==> config.mk <==
export PLATFORM = sky130hd
export DESIGN_NAME = multicycle_control
export DESIGN_NICKNAME = d
export VERILOG_FILES = /design/src/rtl/multicycle_control.sv
export SDC_FILE = /design/constraint.sdc
export NUM_CORES = 1
export LEC_CHECK = 0
export CAP_MARGIN = 15
export CORE_MARGIN = 2
export CORE_UTILIZATION = 50
export CTS_CLUSTER_DIAMETER = 120
export DETAILED_ROUTE_END_ITERATION = 8
export PLACE_DENSITY = 0.8
export REMOVE_ABC_BUFFERS = 1
export SYNTH_ARGS = -nofsm -noshare
export SYNTH_HDL_FRONTEND = slang
export SYNTH_SLANG_ARGS = --single-unit
==> constraint.sdc <==
create_clock -name clk -period 3.4 [get_ports clk]
set_input_delay 0.68 -clock clk [delete_from_list [all_inputs] [get_ports clk]]
set_output_delay 0.68 -clock clk [all_outputs]
set_load 0.005 [all_outputs]
==> src/rtl/multicycle_control.sv <==
// -----------------------------------------------------------------------------
// multicycle_control
//   Main control FSM for the multi-cycle LEGv8 datapath. Sequences
//   FETCH/DECODE/EXECUTE/MEMORY/WRITEBACK, decodes the 11-bit opcode into
//   datapath strobes, handshakes with unified memory through mem_ready (with a
//   bounded wait that ends in a sticky bus error) and counts retired
//   instructions.
//
// Ports
//   clk         in   system clock, rising edge
//   reset       in   asynchronous, active-high reset
//   opcode      in   instruction[31:21] from IR, valid from DECODE onward
//   zero        in   ALU zero flag, valid during EXECUTE
//   mem_ready   in   memory access completes this cycle
//   pc_write    out  load PC this cycle
//   pc_src      out  0 = PC+4, 1 = branch target
//   ir_write    out  load IR from memory read data
//   instr_fetch out  memory address mux selects PC
//   mem_read    out  memory read request
//   mem_write   out  memory write request
//   alu_op      out  00 = add, 01 = pass-B (branch), 10 = R-type
//   alu_src     out  ALU B = sign-extended immediate
//   reg2_loc    out  read-register-2 = Rt (instr[4:0])
//   reg_write   out  register file write enable
//   mem_to_reg  out  writeback selects memory data
//   state       out  current state encoding
//   halted      out  sticky: illegal opcode or bus error
//   bus_error   out  sticky: memory wait timeout
//   retired     out  instructions completed (wraps)
//
// The strobes respond to mem_ready and zero in the same cycle (memory
// completion and the CBZ decision are Mealy), so they are decoded from the
// registered state/class and forced low while reset is high. state, halted,
// bus_error and retired come straight from registers.
// -----------------------------------------------------------------------------
module multicycle_control #(
  parameter int WAIT_LIMIT = 16,
  parameter int RETIRE_W   = 32
) (
  input  logic                clk,
  input  logic                reset,
  input  logic [10:0]         opcode,
  input  logic                zero,
  input  logic                mem_ready,
  output logic                pc_write,
  output logic                pc_src,
  output logic                ir_write,
  output logic                instr_fetch,
  output logic                mem_read,
  output logic                mem_write,
  output logic [1:0]          alu_op,
  output logic                alu_src,
  output logic                reg2_loc,
  output logic                reg_write,
  output logic                mem_to_reg,
  output logic [2:0]          state,
  output logic                halted,
  output logic                bus_error,
  output logic [RETIRE_W-1:0] retired
);

  typedef enum logic [2:0] {
    S_FETCH     = 3'd0,
    S_DECODE    = 3'd1,
    S_EXECUTE   = 3'd2,
    S_MEMORY    = 3'd3,
    S_WRITEBACK = 3'd4,
    S_HALT      = 3'd7
  } state_t;

  typedef enum logic [2:0] {
    C_RTYPE   = 3'd0,
    C_LDUR    = 3'd1,
    C_STUR    = 3'd2,
    C_CBZ     = 3'd3,
    C_B       = 3'd4,
    C_ILLEGAL = 3'd5
  } class_t;

  // Opcode class decode; anything not explicitly recognised is illegal.
  function automatic class_t decode_class(input logic [10:0] op);
    class_t c;
    casez (op)
      11'b10001011000,
      11'b11001011000,
      11'b10001010000,
      11'b10101010000: c = C_RTYPE;
      11'b11111000010: c = C_LDUR;
      11'b11111000000: c = C_STUR;
      11'b10110100???: c = C_CBZ;
      11'b000101?????: c = C_B;
      default:         c = C_ILLEGAL;
    endcase
    return c;
  endfunction

  state_t              r_state;
  class_t              r_class;
  logic [7:0]          r_wait_cnt;
  logic [RETIRE_W-1:0] r_retired;
  logic                r_halted;
  logic                r_bus_error;

  class_t              w_dec_class;
  logic                w_wait_limit;
  logic                w_timeout;

  assign w_dec_class  = decode_class(opcode);
  // Counter has already spent WAIT_LIMIT cycles waiting; mem_ready this cycle
  // still completes the access, otherwise the access is abandoned.
  assign w_wait_limit = (r_wait_cnt == 8'(WAIT_LIMIT));
  assign w_timeout    = w_wait_limit && !mem_ready;

  // State sequencing, class latch, wait counter, retire counter, sticky flags.
  always_ff @(posedge clk or posedge reset) begin
    if (reset) begin
      r_state     <= S_FETCH;
      r_class     <= C_RTYPE;
      r_wait_cnt  <= 8'd0;
      r_retired   <= '0;
      r_halted    <= 1'b0;
      r_bus_error <= 1'b0;
    end else begin
      case (r_state)
        S_FETCH: begin
          if (mem_ready) begin
            r_wait_cnt <= 8'd0;
            r_state    <= S_DECODE;
          end else if (w_wait_limit) begin
            r_bus_error <= 1'b1;
            r_halted    <= 1'b1;
            r_state     <= S_HALT;
          end else begin
            r_wait_cnt <= r_wait_cnt + 8'd1;
          end
        end
        S_DECODE: begin
          r_class <= w_dec_class;
          case (w_dec_class)
            C_ILLEGAL: begin
              r_halted <= 1'b1;
              r_state  <= S_HALT;
            end
            C_B: begin
              r_retired <= r_retired + RETIRE_W'(1);
              r_state   <= S_FETCH;
            end
            default: r_state <= S_EXECUTE;
          endcase
        end
        S_EXECUTE: begin
          case (r_class)
            C_RTYPE:        r_state <= S_WRITEBACK;
            C_LDUR, C_STUR: r_state <= S_MEMORY;
            C_CBZ: begin
              r_retired <= r_retired + RETIRE_W'(1);
              r_state   <= S_FETCH;
            end
            default: begin
              // Only legal classes reach EXECUTE; treat corruption as fatal.
              r_halted <= 1'b1;
              r_state  <= S_HALT;
            end
          endcase
        end
        S_MEMORY: begin
          if (mem_ready) begin
            r_wait_cnt <= 8'd0;
            if (r_class == C_LDUR) begin
              r_state <= S_WRITEBACK;
            end else begin
              r_retired <= r_retired + RETIRE_W'(1);
              r_state   <= S_FETCH;
            end
          end else if (w_wait_limit) begin
            r_bus_error <= 1'b1;
            r_halted    <= 1'b1;
            r_state     <= S_HALT;
          end else begin
            r_wait_cnt <= r_wait_cnt + 8'd1;
          end
        end
        S_WRITEBACK: begin
          r_retired <= r_retired + RETIRE_W'(1);
          r_state   <= S_FETCH;
        end
        S_HALT: r_state <= S_HALT;
        default: begin
          r_halted <= 1'b1;
          r_state  <= S_HALT;
        end
      endcase
    end
  end

  // Datapath strobe decode; everything idles low while reset is asserted.
  always_comb begin
    pc_write    = 1'b0;
    pc_src      = 1'b0;
    ir_write    = 1'b0;
    instr_fetch = 1'b0;
    mem_read    = 1'b0;
    mem_write   = 1'b0;
    alu_op      = 2'b00;
    alu_src     = 1'b0;
    reg2_loc    = 1'b0;
    reg_write   = 1'b0;
    mem_to_reg  = 1'b0;
    if (reset) begin
      pc_write = 1'b0;
    end else begin
      case (r_state)
        S_FETCH: begin
          if (!w_timeout) begin
            instr_fetch = 1'b1;
            mem_read    = 1'b1;
            ir_write    = mem_ready;
            pc_write    = mem_ready;
          end else begin
            instr_fetch = 1'b0;
          end
        end
        S_DECODE: begin
          reg2_loc = (w_dec_class == C_STUR) || (w_dec_class == C_CBZ);
          if (w_dec_class == C_B) begin
            pc_write = 1'b1;
            pc_src   = 1'b1;
          end else begin
            pc_write = 1'b0;
          end
        end
        S_EXECUTE: begin
          case (r_class)
            C_RTYPE: alu_op = 2'b10;
            C_LDUR:  alu_src = 1'b1;
            C_STUR: begin
              alu_src  = 1'b1;
              reg2_loc = 1'b1;
            end
            C_CBZ: begin
              alu_op   = 2'b01;
              reg2_loc = 1'b1;
              pc_write = zero;
              pc_src   = 1'b1;
            end
            default: alu_op = 2'b00;
          endcase
        end
        S_MEMORY: begin
          // alu_op stays 00 with alu_src=1 so the address is held stable.
          if (!w_timeout) begin
            alu_src = 1'b1;
            if (r_class == C_LDUR) begin
              mem_read = 1'b1;
            end else begin
              mem_write = 1'b1;
              reg2_loc  = 1'b1;
            end
          end else begin
            alu_src = 1'b0;
          end
        end
        S_WRITEBACK: begin
          reg_write  = 1'b1;
          mem_to_reg = (r_class == C_LDUR);
        end
        default: reg_write = 1'b0;
      endcase
    end
  end

  assign state     = r_state;
  assign halted    = r_halted;
  assign bus_error = r_bus_error;
  assign retired   = r_retired;

endmodule

==> results of run 1 <==
==> placed cells by master, fill, tap and decap left out, types with 2 or more instances in the layout <==
cell and count:
clkdlybuf4s50_1 62, dfrtp_1 48, nand2_1 26, nor2_1 25, xnor2_1 19, xor2_1 16, nor3_1 15, nand3_1 14
nand4_1 13, buf_4 13, and3_1 10, o21ai_0 9, inv_1 7, a21oi_1 7, clkbuf_8 6, a21o_1 4
or3_1 3, nor4_1 3, o31ai_1 3, ha_1 3, nor4_2 2, nor4_4 2, nand4b_1 2, or2_2 2
nor3b_1 2, a31oi_1 2, and2_1 2, clkinv_2 2
==> power by group <==
group	leakage, uW	switching (uW)	internal, uW
clock network	0.0000510	189	163
registers	0.000609	2.17	572
logic	0.000825	26.4	24.7
==> sequential cells by signal (all words and copies together), names as in the netlist <==
name        cells
retired        32
r_wait_cnt      8
r_class         3
state           3
bus_error       1
halted          1
==> critical path, cell delays in order <==
cell and delay, ps:
clkdlybuf4s50_1 490, nor3b_2 290, and3_1 280, nand2_1 90, a31oi_1 200, clkdlybuf4s50_1 520
==> layout make-up <==
type / instances / share of cell area [%]
Clock buffer: 6 / 2.31
Clock inverter: 2 / 0.280
Inverter: 8 / 0.841
Multi-Input combinational cell: 215 / 40.1
Sequential cell: 48 / 33.6
Tap cell: 70 / 2.45
Timing Repair Buffer: 76 / 20.4
==> per-stage QoR <==
| stage | TNS [ps] | total power, uW |
|---|---|---|
| CTS | 0 | 985 |
| detailed placement | -194 | 636 |
| global placement | -163 | 635 |
| floorplan | 0 | 603 |
| finish | 0 | 976 |
| global route | 0 | 1020 |
==> worst paths after layout <==
check,start,endpoint,slack (ps),cells after the start
max in group asynchronous,reset,retired[26],2040,3
max,opcode[5],pc_write,180,6
max reg2reg,state[2],retired[31],990,6
min in group asynchronous,reset,retired[11],1060,3
min reg2reg,retired[31],retired[31],470,1
min,retired[31],retired[31],470,1
==> metal layers <==
layer / vias up / share of wire (%) / global-route usage (%)
met1: 1153 / 45 / 28.2
met2: 58 / 50 / 36.8
met4: 0 / 1.2 / 6.07
met3: 9 / 4.0 / 4.07
met5: - / 0 / 0
li1: 1155 / - / -
==> repair_timing <==
item	CTS	global route
endpoints found under the setup margin	1	2
gates resized for setup	3	2
pin swaps	1	1
==> kinds of logic (layout without fill, tap and decap cells) <==
group                      after synthesis  after routing  share of synthesized area [%]
DFF                                     48             48                           44.4
and+or+nand+nor                        137            137                           29.1
buffers and inverters                   20             92                           3.24
adders and majority gates                3              3                           1.39
AOI/OAI and AO/OA                       38             38                           9.48
muxes                                    1              1                          0.416
xor gates and xnor gates                36             36                           11.9
==> impl_metrics.toml, run 1 <==
[outcome]
status = "finished clean"

[logic_synthesis]
post-synth-top-area-cell = "dfrtp_1"
yosysMostFrequentCell = "dfrtp_1"
synth_top_area_share_pct = 44.4
syn_inst = 283
ys_types = 56
ys_top_cells_by_area = "dfrtp_1 (44%), xnor2_1 (6.2%), xor2_1 (5.2%)"
synth_top_flop_cell = "dfrtp_1"
yosysWarnings = 0
async_flop_share_pct = 100
synth_edf_count = 0
synth-seq-cells = 48
ys_seq_area_share_pct = 44.4
synth_common_cells = "dfrtp_1 (48), nand2_1 (26), nor2_1 (25)"
syn_area_um2 = 2710
avgSynthCellArea_um2 = 9.56

[timing]
fin_crit_ps = 3220
finalHoldViolCount = 0
fin_skew_ps = 5.04
relSlewSlack_pct = 64.8
setup_viol_count_final = 0
fin_ws_ps = 176
rsz0062_at_grt = "no"
period_share_pct = 94.8
worstMarginPinSlew_ps = 524
whs_ps = 469
clock.fmax_mhz = 310
drv_slew = 0

[setup_path]
crit_required_ps = 2720
critPathArrivalTime_ps = 2540
startpoint_type = "input port"
critPathCaptureType = "primary output"
worstPathMaxFanout = 4
path_class = "input port to primary output"

[detailed_routing]
num_vias = 2375
drt_first_iter_violations = 100
via_per_inst = 5.59
drtPass1Iterations = 4
routed_wl_mm = 6.01
routedWlPerCell_um = 14.2
drc = 0
final_antenna_net_count = 0

[place]
placed_area_um2 = 3460
portBuffers = 63
pre_cts_slack_ps = -194
placedCellCount = 417
post-dp-hpwl_mm = 4.50
globalplace.congestion = 0.827

[layout]
regArea_um2 = 1200
fin_cells = 425
num_antenna_cells = 0
post-route-util_pct = 69.0
layout-drive-gt1-share_pct = 11.3
syn_to_final_growth_pct = 32.0
layout.nets = 372
multi_input_area_um2 = 1430
fillers = 410
fin_area_um2 = 3570

[floorplanning]
die_x_um = 77.6
start_util_pct = 52.3
fp.dieArea_um2 = 6010
io_pins = 64
core_area_um2 = 5170
dieHeight_um = 77.6
rows = 26

[cts]
root_buffer = "clkbuf_8"
clockBufferDepth = 2
numCtsBuffers = 5
htree_levels = 2
post_cts.repair.setup_buffers = 0
clock_sinks = 48
ctsHoldBuffers = 0
clk_pin_slew_ps = 90
cts_tree = "done"
clock_latency_ps = 300

[min_path]
hp-class = "flip-flop to flip-flop"

[global_routing]
grt_overflow = 0
grt_max_degree = 29
grt_pass1_vias = 2327
grt_first_pass_wirelength_mm = 10.6
grt_use_total_pct = 21.6
antenna_found_initial = 0

[power]
p_leak_uw = 0.00149
peakVddDrop_mv = 0.239
power.density_nw_per_um2 = 274

[run]
drv_cap = 0
Note: power is estimated with default switching activity, not from simulation.
==> inputs of run 2 (changes only) <==
Settings changed: ABC_CLOCK_PERIOD_IN_PS from default to 3400.
==> results of run 2 <==
The final DEF is identical to that of run 1; final timing and power are the same.
==> inputs of run 3 (changes only) <==
Settings changed: ABC_CLOCK_PERIOD_IN_PS 3400 to 3200, CTS_CLUSTER_SIZE from default to 10.
Clock period 3.4 ns to 3.2 ns, I/O delays scaled along.
==> run 3 against run 2 <==
Effect of this change:
- highest routed layer unchanged
- final cell count is 2.1% higher
- largest power group unchanged
- cell area grew 3.0%
- die area unchanged
==> impl_metrics.toml, run 3 (same netlist as run 1, synthesis figures left out) <==
[setup_path]
rr_startpoint = "state[2]"
critPathCaptureType = "primary output"
critPathArrivalTime_ps = 2340
worstPathMaxFanout = 2
crit_required_ps = 2560
timing.rr.end = "retired[31]"
r2r_slack_ps = 830
ff2ff_path_depth = 6
path_class = "input port to primary output"
startpoint_type = "input port"

[detailed_routing]
drc = 0
drtPass1Iterations = 4
num_vias = 2408
drt_first_iter_violations = 137
final_antenna_net_count = 0
via_per_inst = 5.55
routed_wl_mm = 6.29
routedWlPerCell_um = 14.5

[floorplanning]
core_area_um2 = 5170
rows = 26
io_pins = 64
die_x_um = 77.6
start_util_pct = 52.3
fp.dieArea_um2 = 6010
dieHeight_um = 77.6

[global_routing]
grt_overflow = 0
grt_max_degree = 33
grt_pass1_vias = 2435
grt_first_pass_wirelength_mm = 11.0
antenna_found_initial = 0
grt_use_total_pct = 22.4

[outcome]
status = "finished clean"

[cts]
clock_sinks = 48
cts_tree = "done"
htree_levels = 2
clk_pin_slew_ps = 90
clock_latency_ps = 310
clockBufferDepth = 2
numCtsBuffers = 5
ctsHoldBuffers = 0
root_buffer = "clkbuf_8"

[timing]
period_share_pct = 93.0
fin_skew_ps = 10.4
clock.fmax_mhz = 336
drv_slew = 0
setup_viol_count_final = 0
fin_crit_ps = 2980
whs_ps = 474
rsz0062_at_grt = "no"
finalHoldViolCount = 0
worstMarginPinSlew_ps = 521
relSlewSlack_pct = 65.0
fin_ws_ps = 225

[place]
post-dp-hpwl_mm = 4.63
pre_cts_slack_ps = -341
portBuffers = 63
globalplace.congestion = 0.845
placed_area_um2 = 3520

[min_path]
hold_depth = 1
hp-start = "retired[31]"
hp-class = "flip-flop to flip-flop"
hold_end = "retired[31]"

[power]
power.density_nw_per_um2 = 309
peakVddDrop_mv = 0.305
p_leak_uw = 0.00158
power.total_uw = 1130

[layout]
layout-drive-gt1-share_pct = 14.3
fin_area_um2 = 3680
mostFrequentLayoutCell = "clkdlybuf4s50_1"
largest_register_ff_count = 32
layout.nets = 381
num_antenna_cells = 0
syn_to_final_growth_pct = 35.9
final_cell_mix = "clkdlybuf4s50_1 (60), dfrtp_1 (48), nand2_1 (26)"
fillers = 390
post-route-util_pct = 71.1

[run]
drv_cap = 0
[run 3: cell types whose count changed in the layout (fill, tap and decap cells not counted)]
cell             previous run  this run
buf_4                      13        22
clkdlybuf4s50_1            62        60
clkinv_2                    2         0
dlymetal6s2s_1              0         2
a21oi_1                     7         6
a21oi_2                     1         2
bufinv_16                   0         1
clkbuf_2                    0         1
clkinv_4                    0         1
dlygate4sd2_1               1         0
nor4_1                      3         2
nor4_2                      2         3
[run 3: worst max path at each step]
stage | cells after the start | from | to | slack (ps)
2_1_floorplan | 2 | reset | alu_op[1] | 580
3_3_place_gp | 7 | opcode[5] | reg2_loc | -270
3_5_place_dp | 7 | opcode[5] | reg2_loc | -340
4_1_cts | 8 | opcode[6] | pc_write | 4
5_1_grt | 8 | r_wait_cnt[0] | mem_read | 80
6_report | 7 | opcode[2] | reg2_loc | 220
[run 3: critical path, cell delays in order]
cell and delay [ps]:
clkdlybuf4s50_1 410, nor4b_2 320, nor2b_2 210, and2_1 130, o211ai_1 120, a2111oi_2 330
clkbuf_2 170
[run 3: layout make-up]
type	instances	area, um2	share of cell area, %
tap	70	87.6	2.38
sequential	48	1200	32.7
clock inverter	2	38.8	1.05
timing repair buffer	85	796	21.6
multi-input combinational	215	1440	39.2
clock buffer	6	82.6	2.25
inverter	8	30.0	0.817
[run 3: what timing repair did]
item	4_1_cts	5_1_grt
setup endpoints to repair	1	5
endpoints found under the hold margin	0	0
setup buffers	0	1
pin swaps	1	3
resized for setup	3	8
[run 3: report_power, final]
group / switching, uW / internal [uW] / total, uW / leakage (uW)
Clock: 210 / 256 / 465 / 0.0000614
Sequential: 2.21 / 608 / 610 / 0.000609
Combinational: 29.6 / 30.3 / 59.9 / 0.000906
Total: 241 / 894 / 1130 / 0.00158
[run 3: metal layers]
metal / share of wire, % / GRT usage [%] / wire length, um
met5: 0 / 0 / 0
met4: 1.1 / 6.43 / 68
met1: 44 / 29.0 / 2780
met2: 51 / 38.8 / 3220
met3: 3.4 / 3.49 / 214
[run 3: metrics by stage]
stage | std cells | setup TNS (ps)
floorplan | 271 | 0
global placement | 425 | -268
detailed placement | 425 | -341
CTS | 433 | 0
global route | 434 | 0
finish | 434 | 0
